## config.mk

```make
export PLATFORM = sky130hd
export DESIGN_NAME = mskaes_kat_sequencer_flat
export DESIGN_NICKNAME = d
export VERILOG_FILES = /design/src/rtl/mskaes_kat_sequencer_if.sv /design/src/rtl/mskaes_kat_sequencer.sv /design/src/flat_wrapper.sv
export SDC_FILE = /design/constraint.sdc
export NUM_CORES = 1
export LEC_CHECK = 0
export CAP_MARGIN = 25
export CORE_AREA = 5 5 619 621
export CTS_BUF_LIST = sky130_fd_sc_hd__clkbuf_16
export CTS_CLUSTER_SIZE = 16
export DETAILED_ROUTE_END_ITERATION = 8
export DIE_AREA = 0 0 624 626
export GPL_ROUTABILITY_DRIVEN = 0
export GPL_TIMING_DRIVEN = 0
export HOLD_SLACK_MARGIN = 0.05
export PLACE_DENSITY_LB_ADDON = 0.08
export SYNTH_ARGS = -nofsm -noshare
export SYNTH_HDL_FRONTEND = slang
export SYNTH_SLANG_ARGS = --single-unit
```

## constraint.sdc

```tcl
create_clock -name clk -period 2 [get_ports clk]
set_input_delay 0.4 -clock clk [delete_from_list [all_inputs] [get_ports clk]]
set_output_delay 0.4 -clock clk [all_outputs]
set_load 0.1 [all_outputs]
```

## src/rtl/mskaes_kat_sequencer_if.sv

```systemverilog
// Sequencer <-> masked AES wrapper link: PRNG reseed handshake plus the
// shared-data issue/return path. master = sequencer, slave = wrapper/core.
interface mskaes_kat_sequencer_if #(
  parameter int d = 2
);
  logic             prng_start_reseed;
  logic             prng_out_valid;
  logic             aes_valid_in;
  logic             aes_ready;
  logic [128*d-1:0] aes_sh_plaintext;
  logic [128*d-1:0] aes_sh_key;
  logic             aes_cipher_valid;
  logic [128*d-1:0] aes_sh_ciphertext;

  modport master (
    output prng_start_reseed, aes_valid_in, aes_sh_plaintext, aes_sh_key,
    input  prng_out_valid, aes_ready, aes_cipher_valid, aes_sh_ciphertext
  );

  modport slave (
    input  prng_start_reseed, aes_valid_in, aes_sh_plaintext, aes_sh_key,
    output prng_out_valid, aes_ready, aes_cipher_valid, aes_sh_ciphertext
  );
endinterface

```

## src/rtl/mskaes_kat_sequencer.sv

```systemverilog
// Known-answer-test sequencer for the masked AES-128 wrapper.
// Reseeds the PRNG, masks each ROM vector into d bit-interleaved shares
// (bit i / share j at index d*i+j), issues it, recombines the returned
// ciphertext and scores it against the ROM.
// Optional macro MSKAES_KAT_TRACE_EN: capture index and recombined
// ciphertext of the first failing vector of a run into fail_idx/fail_ct.
module mskaes_kat_sequencer #(
  parameter int d           = 2,
  parameter int NVEC        = 4,
  parameter int RESEED_WAIT = 30,
  parameter int TIMEOUT     = 1024
) (
  input  logic                 clk,
  input  logic                 nrst,
  input  logic                 start,
  output logic                 busy,
  output logic                 done,
  output logic                 pass,
  output logic [7:0]           err_count,
  output logic                 timeout_err,
  output logic [15:0]          last_cycles,
  output logic [7:0]           vec_idx,
  input  logic [127:0]         vec_pt,
  input  logic [127:0]         vec_key,
  input  logic [127:0]         vec_ct,
  input  logic [128*(d-1)-1:0] mask_pt,
  input  logic [128*(d-1)-1:0] mask_key,
  mskaes_kat_sequencer_if.master core,
  output logic [7:0]           fail_idx,
  output logic [127:0]         fail_ct
);

  localparam logic [15:0] RW16   = 16'(RESEED_WAIT);
  localparam logic [15:0] TO16   = 16'(TIMEOUT);
  localparam logic [7:0]  LAST_V = 8'(NVEC - 1);

  typedef enum logic [2:0] {
    S_IDLE, S_RESEED, S_WAIT_PRNG, S_LOAD, S_ISSUE, S_WAIT_CT, S_NEXT, S_DONE
  } state_t;

  state_t state;
  logic [15:0] wait_cnt;
  logic [15:0] cyc_cnt;

  // [bit][share] view: packed order matches the d*i+j interleave exactly
  logic [127:0][d-1:0] pt_nxt, key_nxt, ct_sh;
  logic [127:0]        rec_ct;
  logic                ct_mismatch;
  logic                start_acc;

  assign ct_sh = core.aes_sh_ciphertext;

  // Per-bit share construction and ciphertext recombination
  for (genvar i = 0; i < 128; i++) begin : g_lane
    assign pt_nxt[i]  = {vec_pt[i]  ^ (^mask_pt[(d-1)*i +: d-1]),  mask_pt[(d-1)*i +: d-1]};
    assign key_nxt[i] = {vec_key[i] ^ (^mask_key[(d-1)*i +: d-1]), mask_key[(d-1)*i +: d-1]};
    assign rec_ct[i]  = ^ct_sh[i];
  end

  assign ct_mismatch = (rec_ct != vec_ct);
  assign start_acc   = start && (state == S_IDLE || state == S_DONE);

  // Sequencer FSM with all control outputs registered
  always_ff @(posedge clk or negedge nrst) begin
    if (!nrst) begin
      state                  <= S_IDLE;
      wait_cnt               <= '0;
      cyc_cnt                <= '0;
      busy                   <= 1'b0;
      done                   <= 1'b0;
      pass                   <= 1'b0;
      err_count              <= '0;
      timeout_err            <= 1'b0;
      last_cycles            <= '0;
      vec_idx                <= '0;
      core.prng_start_reseed <= 1'b0;
      core.aes_valid_in      <= 1'b0;
      core.aes_sh_plaintext  <= '0;
      core.aes_sh_key        <= '0;
    end else begin
      core.prng_start_reseed <= 1'b0;
      core.aes_valid_in      <= 1'b0;
      case (state)
        S_IDLE, S_DONE: begin
          if (start) begin
            state                  <= S_RESEED;
            busy                   <= 1'b1;
            done                   <= 1'b0;
            pass                   <= 1'b0;
            err_count              <= '0;
            timeout_err            <= 1'b0;
            vec_idx                <= '0;
            core.prng_start_reseed <= 1'b1;
          end
        end
        S_RESEED: begin
          wait_cnt <= '0;
          state    <= S_WAIT_PRNG;
        end
        S_WAIT_PRNG: begin
          if (wait_cnt >= RW16 && core.prng_out_valid) state <= S_LOAD;
          else if (wait_cnt != 16'hFFFF)               wait_cnt <= wait_cnt + 16'd1;
        end
        S_LOAD: begin
          core.aes_sh_plaintext <= pt_nxt;
          core.aes_sh_key       <= key_nxt;
          state                 <= S_ISSUE;
        end
        S_ISSUE: begin
          if (core.aes_ready) begin
            core.aes_valid_in <= 1'b1;
            cyc_cnt           <= 16'd1;
            state             <= S_WAIT_CT;
          end
        end
        S_WAIT_CT: begin
          // a completion landing on the timeout cycle still counts as valid
          if (core.aes_cipher_valid) begin
            last_cycles <= cyc_cnt;
            if (ct_mismatch && err_count != 8'hFF) err_count <= err_count + 8'd1;
            state <= S_NEXT;
          end else if (cyc_cnt >= TO16) begin
            if (err_count != 8'hFF) err_count <= err_count + 8'd1;
            timeout_err <= 1'b1;
            state       <= S_NEXT;
          end else if (cyc_cnt != 16'hFFFF) begin
            cyc_cnt <= cyc_cnt + 16'd1;
          end
        end
        S_NEXT: begin
          if (vec_idx == LAST_V) begin
            state <= S_DONE;
            busy  <= 1'b0;
            done  <= 1'b1;
            pass  <= (err_count == 8'd0);
          end else begin
            vec_idx <= vec_idx + 8'd1;
            state   <= S_LOAD;
          end
        end
        default: state <= S_IDLE;
      endcase
    end
  end

`ifdef MSKAES_KAT_TRACE_EN
  logic         fail_seen;
  logic         vec_fail;
  logic [7:0]   fail_idx_q;
  logic [127:0] fail_ct_q;

  assign vec_fail = (state == S_WAIT_CT) &&
                    (core.aes_cipher_valid ? ct_mismatch : (cyc_cnt >= TO16));

  // Latch the first failing vector of a run; a timeout records zero ciphertext
  always_ff @(posedge clk or negedge nrst) begin
    if (!nrst) begin
      fail_seen  <= 1'b0;
      fail_idx_q <= '0;
      fail_ct_q  <= '0;
    end else if (start_acc) begin
      fail_seen  <= 1'b0;
      fail_idx_q <= '0;
      fail_ct_q  <= '0;
    end else if (vec_fail && !fail_seen) begin
      fail_seen  <= 1'b1;
      fail_idx_q <= vec_idx;
      fail_ct_q  <= core.aes_cipher_valid ? rec_ct : 128'd0;
    end
  end

  assign fail_idx = fail_idx_q;
  assign fail_ct  = fail_ct_q;
`else
  logic unused_start_acc;
  assign unused_start_acc = start_acc;
  assign fail_idx = '0;
  assign fail_ct  = '0;
`endif

endmodule
```

## src/flat_wrapper.sv

```systemverilog
// flat-port wrapper written by rule: the top's interface ports become plain ports
module mskaes_kat_sequencer_flat 
#(
  parameter int d           = 2,
  parameter int NVEC        = 4,
  parameter int RESEED_WAIT = 30,
  parameter int TIMEOUT     = 1024
)
  (clk, nrst, start, busy, done, pass, err_count, timeout_err, last_cycles, vec_idx, vec_pt, vec_key, vec_ct, mask_pt, mask_key, fail_idx, fail_ct, core_prng_start_reseed, core_aes_valid_in, core_aes_sh_plaintext, core_aes_sh_key, core_prng_out_valid, core_aes_ready, core_aes_cipher_valid, core_aes_sh_ciphertext);
  mskaes_kat_sequencer_if #(.d(d)) core_i ();
  input  logic clk;
  input  logic nrst;
  input  logic start;
  output logic busy;
  output logic done;
  output logic pass;
  output logic [7:0] err_count;
  output logic timeout_err;
  output logic [15:0] last_cycles;
  output logic [7:0] vec_idx;
  input  logic [127:0] vec_pt;
  input  logic [127:0] vec_key;
  input  logic [127:0] vec_ct;
  input  logic [128*(d-1)-1:0] mask_pt;
  input  logic [128*(d-1)-1:0] mask_key;
  output logic [7:0] fail_idx;
  output logic [127:0] fail_ct;
  output wire logic [$bits(core_i.prng_start_reseed)-1:0] core_prng_start_reseed;
  output wire logic [$bits(core_i.aes_valid_in)-1:0] core_aes_valid_in;
  output wire logic [$bits(core_i.aes_sh_plaintext)-1:0] core_aes_sh_plaintext;
  output wire logic [$bits(core_i.aes_sh_key)-1:0] core_aes_sh_key;
  input wire logic [$bits(core_i.prng_out_valid)-1:0] core_prng_out_valid;
  input wire logic [$bits(core_i.aes_ready)-1:0] core_aes_ready;
  input wire logic [$bits(core_i.aes_cipher_valid)-1:0] core_aes_cipher_valid;
  input wire logic [$bits(core_i.aes_sh_ciphertext)-1:0] core_aes_sh_ciphertext;
  assign core_prng_start_reseed = core_i.prng_start_reseed;
  assign core_aes_valid_in = core_i.aes_valid_in;
  assign core_aes_sh_plaintext = core_i.aes_sh_plaintext;
  assign core_aes_sh_key = core_i.aes_sh_key;
  assign core_i.prng_out_valid = core_prng_out_valid;
  assign core_i.aes_ready = core_aes_ready;
  assign core_i.aes_cipher_valid = core_aes_cipher_valid;
  assign core_i.aes_sh_ciphertext = core_aes_sh_ciphertext;
  mskaes_kat_sequencer #(.d(d), .NVEC(NVEC), .RESEED_WAIT(RESEED_WAIT), .TIMEOUT(TIMEOUT)) u_core (.clk(clk), .nrst(nrst), .start(start), .busy(busy), .done(done), .pass(pass), .err_count(err_count), .timeout_err(timeout_err), .last_cycles(last_cycles), .vec_idx(vec_idx), .vec_pt(vec_pt), .vec_key(vec_key), .vec_ct(vec_ct), .mask_pt(mask_pt), .mask_key(mask_key), .core(core_i), .fail_idx(fail_idx), .fail_ct(fail_ct));
endmodule
```

==> results.txt, run 1 <==
Core footprint: 377000 sq um
Number of remaining DRC errors: 0
Total global-route track usage: 0.122
Pre-CTS setup slack: -2.53 ns
Power Internal: 58.1 mW
Clk sinks: 585
Failing checks: hold timing, setup timing
Slew margin rel.: 0.362
Chip height: 626 microns
WP data arrival: 3.11 ns
Hpwl dp: 207 mm
Seq pwr share: 0.167
Worst path slowest cell: clkdlybuf4s50_1
Critical path class: in2reg
Die X-Extent: 624 microns
Total global routing overflow: 0
Critical path startpoint category: primary input
Drt first pass iters: 4
R2R setup slack: -0.24 ns
Status: complete, but fails checks
Least-Margin Pin Slew: 0.958 ns
Seq/Total Area, Yosys: 0.519
R2R depth: 11
Final worst path period need: 2.43 ns
Fin crit share: 1.22
Die ar.: 391000 sq um
YS warnings: 0
Worst IR Drop VDD: 0.00111 V
Clk pin slew, worst setup/hold paths: 0.06 ns
Total CTS buffers: 99
Setup ws final: -0.431 ns
Worst path max stage delay: 0.48 ns
Placed insts: 9065
Final hold slack: -0.396 ns
First-pass GRT wire length: 313 mm
Final setup viols: 447
Critical-path cell list: clkdlybuf4s50_1 > xnor3_1 > nand4_1 > nor4_4 > nand4_1 > o21ai_4 > and2_4 > nor4b_4 > a211o_1
Crit. End Element: flip-flop
Reg2reg end: u_core.wait_cnt[15]
Synth cell types: 53
CP top delay family: simple AND/OR/NAND/NOR gates
Synth Instances: 2276
Final Hold Viols: 82
CTS tree: built
Switch Pwr: 70.9 mW
Root Driver: clkbuf_16
Total Routed Length: 251 mm
Clock tree buffer depth: 4
Total chip power: 129 mW
Seq cells post-synth: 585
Net count, final: 5216
Worst r2r src: u_core.wait_cnt[1]
Final slew viol count: 0
DRT iter0 DRCs: 789
Synthesized area: 28200 sq um
Hold crit path type: in2async
Port Buffers: 1450
Cell Count, Final, Fillers Out: 9436
Setup TNS: -53.34 ns
Vias: 26244
Initial antenna violation count: 179
RSZ-0062 raised after global routing: true
Clk network pwr share: 0.128
Pin count of the biggest net entering global routing: 90
Worst Skew: 0.0491 ns
Synth Area per Inst: 12.4 sq um
Via density: 2.78
Most frequent cell on the critical path: nand4_1
Area delta synth->final: 123%
Post-synth EDFFs: 0
Combinational power share: 0.705
Antenna Nets Post-Route: 0
Routed length per instance: 26.6 microns
Layout cells sized above 1: 0.440
Buf+Inv Stages, Crit Path: 1
Asr flop ratio synth: 1.00
Critical Path RT: 2.67 ns
Post-synth top flop: dfrtp_1
Pwr per Cell Area: 2050 nW/um^2
Sw Ratio: 0.550
Initial Util: 0.0748
Site row count: 226
H-Tree Depth: 3
Vias in the first global route: 27971
Skew-Pair Late Insertion Delay: 0.83 ns
Max-cap violations: 0
Leak: 27.9 nW
# IOs: 1588
Max Fclk: 411 MHz
Worst-path fanout max: 5
==> kinds of logic (layout without fill, tap and decap cells) <==
logic type               count (synthesis)  in the layout  synth area share
AO/OA/AOI/OAI                          309            309            0.0587
buffers and inverters                  241           2211            0.0504
flip-flops                             585            585             0.519
AND/OR/NAND/NOR                        449            449            0.0704
multiplexers                           271            271             0.108
other                                    1            175          0.000133
adder cells (fa/ha/maj)                  7              7           0.00310
XOR/XNOR                               413            413             0.191
==> timing repair <==
item | CTS | global route
pin swaps | 169 | 153
setup endpoints to repair | 1128 | 717
gates resized for setup | 3406 | 1188
hold endpoints to repair | 82 | 82
gates cloned | 37 | 12
setup buffers | 62 | 77
==> worst max path at each step <==
stage	from	slack (ns)	endpoint	cells after the start
after CTS	vec_ct[3]	-0.50	u_core.err_count[7]	11
after global placement	nrst	-41.11	u_core.vec_idx[1]	1
final	core_aes_sh_ciphertext[229]	-0.43	u_core.err_count[2]	9
after global routing	u_core.wait_cnt[0]	-0.42	u_core.wait_cnt[15]	12
after detailed placement	vec_ct[118]	-2.53	u_core.err_count[2]	9
after floorplan	u_core.wait_cnt[0]	-0.16	u_core.wait_cnt[15]	10
==> power by group through the flow <==
stage	logic, mW	registers, mW	clock network, mW
global route	94.3	22.2	18.0
CTS	88.5	21.0	17.7
detailed placement	83.2	20.6	0
finish	91.0	21.5	16.5
floorplan	10.5	58.7	0
global placement	72.6	20.7	0
==> per-stage QoR <==
step                 util  hold slack, ns  instance area, sq um
floorplan               -           0.104                 28900
global placement    0.132           0.462                 49700
detailed placement  0.145           0.470                 54700
CTS                 0.160          -0.428                 60500
global route        0.167          -0.409                 62900
finish              0.167          -0.396                 62900
==> metal layers <==
layer  part of all wire  global-route usage  vias up  wire length (microns)
met5             0.0020                   0        -                    494
met4              0.025              0.0256       76                   6180
met3              0.079              0.0445      457                  19700
met2               0.58               0.256     1225                 146000
met1               0.31               0.109    12802                  78500
li1                   -                   -    11684                      -
==> worst register-to-register path, stage by stage (launching register included) <==
cell,delay (ns)
dfrtp_1,0.41
ha_2,0.20
o2111ai_4,0.20
nand3_2,0.12
o41ai_4,0.20
buf_4,0.18
a31oi_4,0.13
nor4_4,0.17
buf_6,0.17
nand4_1,0.12
xnor2_1,0.15
nor2_1,0.05
==> final cells by class <==
type | count | area, sq um
fill | 41913 | 314000
timing repair buffer | 1806 | 21300
multi-input combinational | 1585 | 15000
sequential | 585 | 14700
tap | 5016 | 6280
buffer | 221 | 2520
clock buffer | 100 | 2500
clock inverter | 75 | 463
antenna | 39 | 97.6
inverter | 9 | 33.8
==> registers in the layout, summed over array words and instances (netlist names), 3 cells and up <==
| signal | cells |
|---|---|
| u_core.err_count | 8 |
| u_core.wait_cnt | 16 |
| u_core.core.aes_sh_key | 256 |
| u_core.core.aes_sh_plaintext | 256 |
| u_core.last_cycles | 16 |
| u_core.cyc_cnt | 16 |
| u_core.vec_idx | 8 |
| u_core.state | 3 |
==> placed cells by master, fill, tap and decap left out, types with 136 or more instances in the layout <==
cell / count
clkdlybuf4s50_1: 790
dfrtp_1: 551
buf_4: 505
xnor2_1: 261
buf_6: 193
clkbuf_16: 190
mux2_4: 178
buf_16: 168
o21ai_1: 140
conb_1: 136
==> synthesized netlist by cell type, types with 7 or more instances <==
cell type | number | area, sq um
nand4_1 | 44 | 275
nor4_1 | 14 | 87.6
nand2_1 | 286 | 1070
clkbuf_1 | 89 | 334
xnor2_1 | 263 | 2300
dfrtp_1 | 585 | 14600
mux2_2 | 271 | 3050
nor2_1 | 51 | 191
ha_1 | 7 | 87.6
xnor3_1 | 128 | 2880
xor2_1 | 22 | 193
inv_1 | 8 | 30.0
a21oi_1 | 13 | 65.1
buf_4 | 137 | 1030
o21ai_0 | 269 | 1350
nand3_1 | 18 | 90.1
Note: power is estimated with default switching activity, not from simulation.
==> run 2, diff against run 1 <==
==> constraint.sdc (replaced) <==
create_clock -name clk -period 2 [get_ports clk]
set_input_delay 0.2 -clock clk [delete_from_list [all_inputs] [get_ports clk]]
set_output_delay 0.2 -clock clk [all_outputs]
set_load 0.1 [all_outputs]
==> results.txt, run 2 (synthesized netlist as in run 1, its figures left out) <==
WP data arrival: 2.92 ns (-0.19 ns)
Biggest regs: u_core.core.aes_sh_key (256), u_core.core.aes_sh_plaintext (256)
Hold crit path type: in2async
Cell Count, Final, Fillers Out: 9836 (+4.2%)
Worst IR Drop VDD: 0.000891 V (-20%)
Final worst path period need: 2.31 ns (-0.123 ns)
Worst Skew: 0.0532 ns (+0.00408 ns)
Worst-path fanout max: 4 (-1)
Least-Margin Pin Slew: 0.925 ns (-0.0326 ns)
Initial antenna violation count: 157 (-12%)
Worst r2r src: u_core.wait_cnt[1]
Setup ws final: -0.308 ns (+0.123 ns)
Die X-Extent: 624 microns (unchanged)
Total global routing overflow: 0 (unchanged)
# IOs: 1588 (unchanged)
Clk pin slew, worst setup/hold paths: 0.06 ns (about the same)
Area delta synth->final: 130%
Status: complete, but fails checks
CTS tree: built
Vias: 27330 (+4.1%)
Failing checks: hold timing, setup timing
Routed length per instance: 25.2 microns (-5.2%)
Post-DP Area: 54400 sq um (-0.65%)
Skew-Pair Late Insertion Delay: 0.80 ns (-0.03 ns)
Vias in the first global route: 29896 (+6.9%)
Pin count of the biggest net entering global routing: 91 (+1.1%)
Critical path class: reg2reg
Initial Util: 0.0748 (unchanged)
Total CTS buffers: 96 (-3.0%)
Drt first pass iters: 4 (unchanged)
Leak: 29.3 nW (+4.9%)
Hpwl dp: 200 mm (-3.4%)
Total chip power: 123 mW (-4.4%)
Port Buffers: 1450 (unchanged)
Total Routed Length: 248 mm (-1.2%)
Crit. End Element: flip-flop
Leading cell types in the layout, fill and taps excluded: clkdlybuf4s50_1 (793), dfrtp_1 (563), dlygate4sd3_1 (416)
Via density: 2.78 (about the same)
Final setup viols: 220 (-51%)
Chip height: 626 microns (unchanged)
Filler cells: 41829 (-0.20%)
Reg2reg end: u_core.wait_cnt[4]
Max-cap violations: 0 (unchanged)
Slew margin rel.: 0.383 (+0.0218)
Root Driver: clkbuf_16
Final Hold Viols: 71 (-13%)
RSZ-0062 raised after global routing: true
Clock tree buffer depth: 4 (unchanged)
Commonest non-fill, non-tap cell in the layout: clkdlybuf4s50_1
Number of remaining DRC errors: 0 (unchanged)
Total global-route track usage: 0.121 (-0.00101)
Core footprint: 377000 sq um (unchanged)
Cts hold-fix bufs: 423
Clk sinks: 585 (unchanged)
DRT iter0 DRCs: 773 (-2.0%)
R2R depth: 13 (+2)
Fin crit share: 1.15 (-0.0617)
R2R setup slack: -0.31 ns (-0.07 ns)
Final slew viol count: 0 (unchanged)
Layout cells sized above 1: 0.357 (-0.0837)
Final Cell Area: 65000 sq um (+3.4%)
Final hold slack: -0.0745 ns (+0.322 ns)
H-Tree Depth: 3 (unchanged)
First-pass GRT wire length: 313 mm (+0.29%)
Max Fclk: 433 MHz (+5.3%)
Net count, final: 5583 (+7.0%)
Site row count: 226 (unchanged)
Die ar.: 391000 sq um (unchanged)
Pwr per Cell Area: 1900 nW/um^2 (-7.5%)
Critical Path RT: 2.61 ns (-0.06 ns)
Critical path startpoint category: flip-flop
Antenna Nets Post-Route: 0 (unchanged)
Placed insts: 9050 (-0.17%)
-- run 2: cell type report --
class                      instances  area [sq um]  area share
tap                             5016          6280      0.0966
multi-input combinational       1585         14400       0.222
timing repair buffer            2167         24000       0.369
buffer                           230          2610      0.0401
clock buffer                      96          2400      0.0370
sequential                       585         14700       0.226
inverter                           9          37.5    0.000578
antenna                           84           210     0.00323
clock inverter                    64           402     0.00618
-- run 2: where the power goes --
group	switching, mW	total (mW)	internal, mW
registers	3.75	21.2	17.4
clock network	6.94	15.9	9.00
logic	59.5	86.3	26.8
-- run 2: worst max-delay path by stage --
stage	start	end	slack, ns	depth (start not counted)
2_1_floorplan	u_core.wait_cnt[0]	u_core.wait_cnt[15]	-0.16	10
3_3_place_gp	nrst	u_core.err_count[2]	-40.68	1
3_5_place_dp	u_core.state[1]	u_core.core.aes_sh_key[245]	-2.25	9
6_report	u_core.wait_cnt[1]	u_core.wait_cnt[4]	-0.31	13
5_1_grt	u_core.wait_cnt[0]	u_core.wait_cnt[15]	-0.46	11
4_1_cts	u_core.wait_cnt[0]	u_core.wait_cnt[15]	-0.43	11
-- run 2: per-stage QoR --
step	hold WS [ns]	setup slack, ns	utilization	setup TNS (ns)
global placement	0.463	-40.68	0.132	-
global route	-0.0880	-0.463	0.172	-48.43
CTS	-0.142	-0.432	0.170	-289.70
detailed placement	0.171	-2.25	0.144	-932.72
finish	-0.0745	-0.308	0.172	-10.84
floorplan	-0.0956	-0.158	-	-1.04
-- run 2: timing repair --
item                       4_1_cts  5_1_grt
setup endpoints to repair     1129     1171
cloned                          50       10
hold endpoints to repair       594      157
buffers inserted                37       40
pin swaps                      144      108
resized for setup             1199     1449
-- run 2: critical path, cell delays in order, from the launching register on --
cell and delay [ns]:
dfrtp_1 0.38, buf_4 0.14, buf_4 0.10, ha_2 0.19, nand4_1 0.15, nor2_1 0.12, nand4_1 0.19, a31oi_4 0.25
buf_4 0.14, buf_4 0.11, nor2_2 0.04, nand4_1 0.12, xor2_1 0.18, nor2_1 0.05
-- run 2: layer usage --
| metal | global-route usage | up-vias | wire (microns) |
|---|---|---|---|
| li1 | - | 12480 | - |
| met3 | 0.0433 | 393 | 19500 |
| met5 | 0 | - | 277 |
| met2 | 0.239 | 1168 | 138000 |
| met1 | 0.116 | 13247 | 81800 |
| met4 | 0.0379 | 42 | 8160 |
==> run 3, diff against run 2 <==
- ABC_AREA: not set -> 1
- CORE_AREA: 5 5 619 621 -> 5 5 612 614
- DIE_AREA: 0 0 624 626 -> 0 0 617 619
==> results.txt, run 3 <==
Net count, final: 6071 (+8.7%)
Initial antenna violation count: 187 (+19%)
Max-cap violations: 0 (unchanged)
Total CTS buffers: 88 (-8.3%)
Status: finished clean
Vias: 29518 (+8.0%)
Least-Margin Pin Slew: 0.720 ns (-0.205 ns)
Vias in the first global route: 30556 (+2.2%)
Switch Pwr: 68.4 mW (-2.6%)
Synth Area per Inst: 9.24 sq um (-26%)
Seq pwr share: 0.172 (about the same)
Final setup viols: 0 (-100%)
Final slew viol count: 0 (unchanged)
Commonest cells in the netlist: nand2_1 (762), dfrtp_1 (585), nor2_1 (300)
Clk network pwr share: 0.129 (about the same)
Worst Skew: 0.0382 ns (-0.0150 ns)
Drt first pass iters: 5 (+1)
CP top delay family: buffers and inverters
Worst path max stage delay: 0.60 ns (+0.22 ns)
Worst path slowest cell: clkdlybuf4s15_2
Worst-path fanout max: 2 (-2)
R2R setup slack: 0.13 ns (+0.44 ns)
Die ar.: 382000 sq um (-2.2%)
Synth cell types: 42 (-21%)
CTS tree: built
Post-synth EDFFs: 0 (unchanged)
Clk pin slew, worst setup/hold paths: 0.06 ns (about the same)
Total global routing overflow: 0 (unchanged)
Biggest regs: u_core.core.aes_sh_key (256), u_core.core.aes_sh_plaintext (256)
Port Buffers: 1451 (+0.069%)
Synthesized area: 30100 sq um (+6.7%)
Total chip power: 119 mW (-3.3%)
Setup ws final: 0.103 ns (+0.411 ns)
Critical Path RT: 1.80 ns (-0.81 ns)
Worst r2r src: u_core.state[1]
Cell Count, Final, Fillers Out: 10080 (+2.5%)
Initial Util: 0.0819 (+0.00704)
Cell taking the most area after synthesis: dfrtp_1
Fin crit share: 0.948 (-0.206)
Root Driver: clkbuf_16
Power Internal: 50.9 mW (-4.3%)
Die X-Extent: 617 microns (-1.1%)
Synth top area cells: dfrtp_1 (49%), mux2_2 (11%), nand2_1 (9.5%), xnor2_1 (7.5%), a21oi_1 (4.1%)
Critical path startpoint category: flip-flop
Max Fclk: 527 MHz (+22%)
Skew-Pair Late Insertion Delay: 0.69 ns (-0.11 ns)
Worst IR Drop VDD: 0.00136 V (+53%)
Clk sinks: 585 (unchanged)
Pin count of the biggest net entering global routing: 93 (+2.2%)
Seq cells post-synth: 585 (unchanged)
Area delta synth->final: 100%
Yosys top cell area share: 0.486 (-0.0328)
Pwr per Cell Area: 1980 nW/um^2 (+4.1%)
Synth Instances: 3262 (+43%)
Crit. End Element: output port
WP data arrival: 1.70 ns (-1.22 ns)
Commonest non-fill, non-tap cell in the layout: clkdlybuf4s50_1
Routed length per instance: 24.3 microns (-3.8%)
Reg2reg end: u_core.err_count[1]
Clock tree buffer depth: 3 (-1)
Reg area: 14700 sq um (-0.13%)
Critical-path cell list: clkdlybuf4s15_2
Finished Core Util: 0.164 (-0.00832)
Layout cells sized above 1: 0.250 (-0.107)
H-Tree Depth: 3 (unchanged)
Area of the multi-input gates: 13600 sq um (-5.4%)
Slew margin rel.: 0.523 (+0.140)
Post-synth top flop: dfrtp_1
Critical path class: reg2out
RSZ-0062 raised after global routing: true
Placed insts: 9872 (+9.1%)
Buf+Inv Stages, Crit Path: 1 (-3)
Seq/Total Area, Yosys: 0.486 (-0.0328)
Final worst path period need: 1.90 ns (-0.411 ns)
Filler cells: 41014 (-1.9%)
Site row count: 223 (-1.3%)
Leak: 25.4 nW (-13%)
Leading cell types in the layout, fill and taps excluded: clkdlybuf4s50_1 (897), nand2_1 (747), dfrtp_1 (572)
YS warnings: 0 (unchanged)
Total global-route track usage: 0.123 (+0.00156)
Pre-CTS setup slack: -1.36 ns (+0.881 ns)
# IOs: 1588 (unchanged)
R2R depth: 12 (-1)
Final Hold Viols: 0 (-100%)
DRT iter0 DRCs: 1107 (+43%)
Number of remaining DRC errors: 0 (unchanged)
Hold crit path type: in2async
Sw Ratio: 0.573 (+0.00442)
Combinational power share: 0.699 (about the same)
Via density: 2.93 (+5.4%)
Asr flop ratio synth: 1.00 (unchanged)
Core footprint: 368000 sq um (-2.4%)
First-pass GRT wire length: 313 mm (-0.22%)
Most common cell in the synthesized netlist: nand2_1
Total Routed Length: 245 mm (-1.4%)
Chip height: 619 microns (-1.1%)
Hpwl dp: 209 mm (+4.6%)
Antenna Nets Post-Route: 0 (unchanged)
run 3: cell count changes after synthesis, sizes merged, moves of 39 or more:
cell and delta:
nor2 +257, xor2 +50, o21ai -237, xnor3 -128, buf +72, nand2 +483, inv +284, nand3b +96
clkbuf -81, nand4 -39, a21oi +232
run 3: worst max-delay path by stage:
stage / endpoint / slack (ns) / cells after the start / start
after detailed placement: u_core.core.aes_sh_plaintext[9] / -1.36 / 6 / u_core.state[0]
after global placement: u_core.err_count[0] / -39.39 / 1 / nrst
after floorplan: u_core.err_count[7] / 0.04 / 11 / u_core.err_count[1]
after CTS: u_core.core.aes_sh_plaintext[173] / -0.006 / 7 / u_core.state[0]
final: core_aes_sh_key[188] / 0.10 / 1 / u_core.core.aes_sh_key[188]
after global routing: u_core.cyc_cnt[8] / -0.01 / 12 / u_core.state[1]
run 3: power by group through the flow:
stage | Sequential [mW] | Clock (mW) | Combinational [mW]
2_1_floorplan | 58.1 | 0 | 12.4
3_3_place_gp | 20.7 | 0 | 74.3
3_5_place_dp | 20.5 | 0 | 85.7
4_1_cts | 20.6 | 16.3 | 84.6
5_1_grt | 21.2 | 16.6 | 86.7
6_report | 20.5 | 15.4 | 83.4
run 3: stage by stage:
| stage | instance area (sq um) | TNS (ns) | hold slack (ns) |
|---|---|---|---|
| global route | 60300 | -0.0149 | 0.0760 |
| finish | 60300 | 0 | 0.110 |
| CTS | 60000 | -0.00847 | 0.0501 |
| floorplan | 30700 | 0 | -0.0956 |
| global placement | 51200 | - | 0.453 |
| detailed placement | 56400 | -493.02 | 0.167 |
run 3: layout make-up:
type                    instances  share of cell area
flip-flops and latches        585               0.243
repair buffers               1674               0.336
plain buffers                 223              0.0304
diodes                         17            0.000705
clock buffers                  88              0.0365
inverters                     294              0.0188
well taps                    4837               0.100
multi-input cells            2295               0.226
clock inverters                66             0.00842
repair inverters                1            0.000145
run 3: routing by layer:
metal / share of wire / track usage / wire length, microns / up-vias
li1: - / - / - / 13922
met1: 0.32 / 0.113 / 78400 / 13748
met2: 0.56 / 0.248 / 137000 / 1314
met3: 0.098 / 0.0537 / 24000 / 454
met4: 0.020 / 0.0208 / 4840 / 80
met5: 0.0021 / 0 / 508 / -
run 3: kinds of logic after synthesis:
group / share of synthesized area
and+or+nand+nor: 0.174
DFF: 0.486
buffers and inverters: 0.0848
xor gates and xnor gates: 0.0956
AOI/OAI and AO/OA: 0.0502
muxes: 0.107
adders and majority gates: 0.00291
other: 0.000124
run 3: repair_timing:
action                     in CTS  in global routing
hold endpoints to repair      265                  0
pin swaps                       5                 14
hold buffers                   28                  0
gates cloned                    0                  2
setup endpoints to repair    1086                299
setup buffers                   8                 15
gates resized for setup      1494                 60
